$ cat src/rtl/config_pkg.sv
// Core configuration subset consumed by the ID stage.
package config_pkg;

   typedef struct packed {
      int unsigned NrIssuePorts;
   } cva6_cfg_t;

   localparam cva6_cfg_t cva6_cfg_empty = '{NrIssuePorts: 32'd1};

endpackage

$ cat src/rtl/id_issue_queue_pkg.sv
// Helper arithmetic for the ID issue queue: popcount and modulo-Depth pointer add.
package id_issue_queue_pkg;

   localparam int unsigned MaxDepth = 32'd8;

   function automatic logic [3:0] popcount8(input logic [7:0] v);
      logic [3:0] n;
      n = 4'd0;
      for (int i = 0; i < 8; i++) begin
         n = n + {3'd0, v[i]};
      end
      return n;
   endfunction

   // Operands are below 2*MaxDepth, so one conditional subtract gives the modulo.
   function automatic logic [4:0] wrap_add(input logic [4:0] a, input logic [4:0] b,
                                           input logic [4:0] depth);
      logic [4:0] s;
      s = a + b;
      if (s >= depth) begin
         s = s - depth;
      end else begin
         s = s;
      end
      return s;
   endfunction

endpackage

$ cat src/rtl/id_issue_queue.sv
// ID/issue queue: circular buffer of decoded instructions replacing the single
// ID pipeline register; issues up to NrIssuePorts entries from the head in order.
module id_issue_queue
   import id_issue_queue_pkg::*;
#(
   parameter config_pkg::cva6_cfg_t CVA6Cfg = config_pkg::cva6_cfg_empty,
   parameter type scoreboard_entry_t = logic,
   parameter int unsigned Depth = (CVA6Cfg.NrIssuePorts > 32'd0) ? CVA6Cfg.NrIssuePorts : 32'd1,
   parameter int unsigned NrIssuePorts = (CVA6Cfg.NrIssuePorts > 32'd0) ? CVA6Cfg.NrIssuePorts : 32'd1
) (
   input  logic                               clk_i,
   input  logic                               rst_ni,
   input  logic                               flush_i,
   input  logic                               dec_valid_i,
   input  scoreboard_entry_t                  dec_entry_i,
   input  logic [31:0]                        dec_orig_instr_i,
   input  logic                               dec_is_ctrl_flow_i,
   input  logic                               dec_hold_i,
   output logic                               dec_accept_o,
   output logic                               fetch_entry_ready_o,
   output scoreboard_entry_t [NrIssuePorts-1:0] issue_entry_o,
   output logic [NrIssuePorts-1:0][31:0]      orig_instr_o,
   output logic [NrIssuePorts-1:0]            is_ctrl_flow_o,
   output logic [NrIssuePorts-1:0]            issue_entry_valid_o,
   input  logic [NrIssuePorts-1:0]            issue_instr_ack_i,
   output logic [$clog2(Depth+1)-1:0]         occupancy_o
);

   localparam int unsigned PtrW = (Depth > 32'd1) ? $clog2(Depth) : 32'd1;
   localparam int unsigned CntW = $clog2(Depth + 32'd1);

   typedef struct packed {
      scoreboard_entry_t sbe;
      logic [31:0]       orig_instr;
      logic              is_ctrl_flow;
   } entry_t;

   entry_t            mem_r [Depth];
   logic [PtrW-1:0]   rd_ptr_r;
   logic [PtrW-1:0]   wr_ptr_r;
   logic [CntW-1:0]   count_r;

   logic [NrIssuePorts-1:0] valid_s;
   logic [NrIssuePorts-1:0] ack_eff_s;
   logic [3:0]              pops_s;
   logic [4:0]              used_s;
   logic                    push_s;
   logic [PtrW-1:0]         port_ptr_s;

   // Head window, pop count and push decision; acks on empty ports are ignored.
   always_comb begin
      valid_s        = '0;
      issue_entry_o  = '0;
      orig_instr_o   = '0;
      is_ctrl_flow_o = '0;
      port_ptr_s     = '0;
      for (int k = 0; k < NrIssuePorts; k++) begin
         valid_s[k]        = (5'(count_r) > 5'(k));
         port_ptr_s        = PtrW'(wrap_add(5'(rd_ptr_r), 5'(k), 5'(Depth)));
         issue_entry_o[k]  = mem_r[port_ptr_s].sbe;
         orig_instr_o[k]   = mem_r[port_ptr_s].orig_instr;
         is_ctrl_flow_o[k] = mem_r[port_ptr_s].is_ctrl_flow;
      end
      ack_eff_s = issue_instr_ack_i & valid_s;
      pops_s    = popcount8(8'(ack_eff_s));
      used_s    = 5'(count_r) - {1'b0, pops_s};
      push_s    = rst_ni & dec_valid_i & ~flush_i & (used_s < 5'(Depth));
   end

   assign issue_entry_valid_o = valid_s;
   assign occupancy_o         = count_r;
   assign dec_accept_o        = push_s;
   assign fetch_entry_ready_o = push_s & ~dec_hold_i;

   // Pointer, count and storage update; flush discards same-cycle push and pop.
   always_ff @(posedge clk_i or negedge rst_ni) begin
      if (!rst_ni) begin
         rd_ptr_r <= '0;
         wr_ptr_r <= '0;
         count_r  <= '0;
         for (int i = 0; i < Depth; i++) begin
            mem_r[i] <= '0;
         end
      end else if (flush_i) begin
         rd_ptr_r <= '0;
         wr_ptr_r <= '0;
         count_r  <= '0;
      end else begin
         rd_ptr_r <= PtrW'(wrap_add(5'(rd_ptr_r), {1'b0, pops_s}, 5'(Depth)));
         count_r  <= CntW'(used_s + {4'd0, push_s});
         if (push_s) begin
            mem_r[wr_ptr_r] <= '{sbe: dec_entry_i, orig_instr: dec_orig_instr_i,
                                 is_ctrl_flow: dec_is_ctrl_flow_i};
            wr_ptr_r        <= PtrW'(wrap_add(5'(wr_ptr_r), 5'd1, 5'(Depth)));
         end else begin
            wr_ptr_r <= wr_ptr_r;
         end
      end
   end

endmodule

$ cat config.mk
export PLATFORM = sky130hd
export DESIGN_NAME = id_issue_queue
export DESIGN_NICKNAME = d
export VERILOG_FILES = /design/src/rtl/config_pkg.sv /design/src/rtl/id_issue_queue_pkg.sv /design/src/rtl/id_issue_queue.sv
export SDC_FILE = /design/constraint.sdc
export NUM_CORES = 1
export LEC_CHECK = 0
export BUFFER_PORTS_ARGS = -buffer_cell sky130_fd_sc_hd__buf_2
export CAP_MARGIN = 20
export CORE_MARGIN = 4
export CORE_UTILIZATION = 46
export DETAILED_ROUTE_END_ITERATION = 10
export PLACE_DENSITY_LB_ADDON = 0.15
export SYNTH_ARGS = -nofsm -noshare
export SYNTH_HDL_FRONTEND = slang
export SYNTH_SLANG_ARGS = --single-unit
$ cat constraint.sdc
create_clock -name clk_i -period 4.4 [get_ports clk_i]
set_input_delay 0.66 -clock clk_i [delete_from_list [all_inputs] [get_ports clk_i]]
set_output_delay 0.66 -clock clk_i [all_outputs]
set_load 0.05 [all_outputs]
[Word level (Yosys, flattened, before mapping)]
Index checks and enable logic that the tools add are counted.
Word-level totals
  register bits after elaboration: 37
  bits of input ports: 40
  output and inout bits: 38
  word-level logic and storage cells: 41
Cells by class
  add/sub/neg operators: 7
  magnitude comparators: 8
  muxes and demuxes: 10
  bitwise logic cells: 7
  reduce and logical (&&, ||, !) cells: 3
Operators by type and width (count)
  34-bit two-way mux: 2
  34-bit bitwise mux: 1
  1-bit two-way mux: 7
  1-bit bitwise AND: 5
  5-bit by 1-bit less-than comparator with 1-bit output (second input constant): 1
  2-bit by 1-bit greater-or-equal comparator with 1-bit output (second input constant): 2
  1-bit subtractor (second input constant): 3
  1-bit by 1-bit adder with 2-bit output: 1
  1-bit by 1-bit adder with 2-bit output (second input constant): 1
  1-bit greater-or-equal comparator (second input constant): 2
  1-bit less-than comparator (second input constant): 2
  1-bit NOT: 2
  2-bit AND reduction: 1
  2-bit nonzero test: 1
  1-bit by 1-bit subtractor with 2-bit output: 1
  1-bit adder: 1
  1-bit greater-than comparator (second input constant): 1
  1-bit logical AND: 1

[Depth between registers and ports, before layout]
  depth after elaboration: 7
  gate-level depth with buffers: 4
  gate-level depth less buffers: 3

[Worst setup path after synthesis]
Ideal clock, no wire load.
  path kind: reg2out
  start: register count_r (netlist: occupancy_o)
  end: output fetch_entry_ready_o
  arrival: 2277 ps
  required time: 3740 ps
  setup slack: 1463 ps
  cell stages (with the launch flop): 3
  path buffers: 0
  path through: dfrtp_1 > nor2b_4 > nor4_1
Between the ends
  cells in the longest elaborated chain, start to end: 6
Ends and longest elaborated chain
  start, declared: RTL line id_issue_queue.sv:41  | logic [CntW-1:0] count_r;
  start signal, assigned: RTL line id_issue_queue.sv:90  | count_r <= CntW'(used_s + {4'd0, push_s});
  1-bit greater-than comparator: RTL line id_issue_queue.sv:58  | valid_s[k] = (5'(count_r) > 5'(k));
  1-bit bitwise AND: RTL line id_issue_queue.sv:64  | ack_eff_s = issue_instr_ack_i & valid_s;
  1-bit by 1-bit subtractor with 2-bit output *: RTL line id_issue_queue.sv:66  | used_s = 5'(count_r) - {1'b0, pops_s};
  5-bit by 1-bit less-than comparator with 1-bit output *: RTL line id_issue_queue.sv:67  | push_s = rst_ni & dec_valid_i & ~flush_i & (used_s < 5'(Depth));
  1-bit bitwise AND *: RTL line id_issue_queue.sv:67
  1-bit bitwise AND *: RTL line id_issue_queue.sv:73  | assign fetch_entry_ready_o = push_s & ~dec_hold_i;
  end, declared: RTL line id_issue_queue.sv:20  | output logic fetch_entry_ready_o,
Every way passes the cells marked *; elsewhere a longest branch is shown, timed or not.

[Worst setup path in the final report]
  start: input rst_ni
  end: output fetch_entry_ready_o
Between the ends
  cells in the longest elaborated chain, start to end: 4
Ends and longest elaborated chain
  start, declared: RTL line id_issue_queue.sv:12  | input logic rst_ni,
  1-bit bitwise AND (3 in a row): RTL line id_issue_queue.sv:67
  1-bit bitwise AND: RTL line id_issue_queue.sv:73
No other way between the ends.

==> results.cfg <==
[power]
leakagePower_uw = 0.000902
power_frac_comb_pct = 41.8
clkPwrFrac_pct = 15.0
p_int_uw = 550
p_seq_share_pct = 43.2
switching_share_pct = 42.9
peakVddDrop_uv = 380
switchingPower_uw = 413
power.density_nw_per_um2 = 539

[sta]
fin_crit_ns = 2.51
grt_setup_unrepaired = false
fin_tns_setup_ns = 0
slew_viol_final = 0
fmax_mhz = 398
skew_ns = 0.00413
max_slew.worst_pin.slew_ns = 0.431
finalHoldViolations = 0
finalSetupViolCount = 0
slew_headroom_pct = 71.2
post-route-period-util_pct = 57.1

[detailed_routing]
drc_errors = 0
drt-initial-drc-count = 26
wl_per_cell_um = 14.1
met1Wirelength_um = 905
wl_met2_um = 1510
first_pass_iters = 5
viasPerCell = 4.93
wl_met3_um = 252
vias = 941
wl_um = 2700
ant_nets = 0
highest_layer = met4

[layout]
drive_gt1_share_pct = 75.0
diodes = 0
num-nets-final = 201
instances_no_fill = 191
area_growth_pct = 32.6

[cts]
tritoncts = built
clk_pin_slew_ns = 0.09
numCtsBuffers = 5
cts.path.max_buffers = 2
cts_setup_buffers = 0
cts-resized-gates = 0
clk_latency_ns = 0.31
clock_sinks = 35
clockRootBuffer = clkbuf_4
cts_hold_buf = 0
ctsHtreeMaxLevel = 2

[die]
die_y_um = 62.2
die_width_um = 62.2
die-area_um2 = 3860
core-area_um2 = 2780
boundaryPins = 78
initial_utilization_pct = 48.5
rows = 19

[yosys]
ys_warn_count = 0
syn-num-nets = 119
synthTopCellsByArea = dfrtp_1 65%, mux2_2 28%, buf_6 2.5%
ys_seq_area_share_pct = 64.9
ys_types = 10
syn_inst = 79
syn_avg_cell_area_um2 = 17.1
synth_area_leader_cell = dfrtp_1
syn_area_um2 = 1350
yosys_register_bits = 35
yosys.area.top_type_share_pct = 64.9

[setup_path]
timing.rr.end = mem_r[3]$_DFFE_PN0P_
crit_chain = buf_2 > buf_4 > nand2_1 > nor4_1 > buf_2
cp-start-kind = input pin
cpLargestDelayFamily = buffers and inverters
crit_path_end_kind = output pin
r2r-start = occupancy_o$_DFF_PN0_
worst-path-max-fanout = 37
critPathKind = in -> out
reg2regPathDepth = 4
required_ns = 3.74
cp_common_cell = buf_2
crit_buf_inv = 3
worst_path_max_delay_cell = buf_4
crit_arrival_ns = 1.85
regToRegSetupSlack_ns = 2.69
cpPeakStageDelay_ns = 0.37

[global_routing]
grt_pass1_vias = 1109
grt_max_degree = 38
grt_pass1_wl_um = 4740
antenna_found_initial = 0
grt_overflow = 0
grt_usage_pct = 15.2

[status]
outcome = completed

[job]
max-cap-violations = 0

[placement]
gp_congestion = 0.637
dpl.cell_count = 185
port_buffers = 77

[worst_hold_path]
min_path_type = in -> async
-- cell usage in the layout, fill, tap and decap left out, drive strengths merged --
| cell type | instances |
|---|---|
| clkbuf | 6 |
| nor4 | 1 |
| dfrtp | 35 |
| nor3 | 1 |
| nand2 | 1 |
| nor2b | 1 |
| a21oi | 1 |
| nor2 | 1 |
| buf | 79 |
| mux2 | 34 |
-- worst register-to-register path, cell delays in order (launching register included) --
cell	delay [ns]
dfrtp_1	0.39
nor2b_4	0.14
nor3_4	0.24
buf_4	0.43
mux2_2	0.40
-- registers in the layout, indices dropped and copies added (netlist names) --
name,cells
occupancy_o,1
mem_r,34
-- cells by family (layout without fill, tap and decap cells) --
group | count (synthesis) | after routing | share of synthesized area [%]
multiplexers | 34 | 34 | 28.4
AND/OR/NAND/NOR | 5 | 5 | 3.25
buffers and inverters | 4 | 85 | 3.06
flip-flops | 35 | 35 | 64.9
AO/OA/AOI/OAI | 1 | 1 | 0.371
-- final cells by class --
cell class	instances	area (um^2)
clock buffers	6	41.3
fillers	217	993
flip-flops and latches	35	876
well taps	31	38.8
multi-input cells	40	432
repair buffers	79	400
-- routing by layer --
metal,track usage (%),vias to the layer above
li1,-,435
met1,13.8,463
met2,29.5,38
met3,6.31,5
met4,4.88,0
met5,0,-
-- through the flow --
step                      instance area [um^2]  total power (uW)  setup slack, ns  util [%]  hold WS [ns]
after CTS                                 1790               978             1.84      64.3         0.367
after global routing                      1790              1020             1.72      64.3         0.375
after floorplan                           1350               724             1.46         -         0.364
final                                     1790               963             1.89      64.3         0.364
after global placement                    1750               822             1.87      62.8         0.484
after detailed placement                  1750               831             1.85      62.8         0.490
-- cells in the mapped netlist --
| library cell | n |
|---|---|
| dfrtp_1 | 35 |
| mux2_2 | 34 |
| buf_6 | 3 |
| a21oi_1 | 1 |
| buf_4 | 1 |
| nand2_1 | 1 |
| nor2_1 | 1 |
| nor2b_4 | 1 |
| nor3_4 | 1 |
| nor4_1 | 1 |
-- power by group through the flow --
stage                     sequential (uW)  clock [uW]  combinational (uW)
after global placement                419           0                 403
final                                 416         144                 403
after floorplan                       652           0                71.6
after global routing                  426         171                 421
after CTS                             417         153                 408
after detailed placement              423           0                 408
-- worst max path at each step --
stage	from	end	slack (ns)	cells after the start
after CTS	rst_ni	fetch_entry_ready_o	1.84	5
after floorplan	occupancy_o$_DFF_PN0_	fetch_entry_ready_o	1.46	2
after global routing	rst_ni	dec_accept_o	1.72	5
after detailed placement	rst_ni	fetch_entry_ready_o	1.85	5
after global placement	rst_ni	dec_accept_o	1.87	5
final	rst_ni	fetch_entry_ready_o	1.89	5
Power figures use the tool's default switching activity.
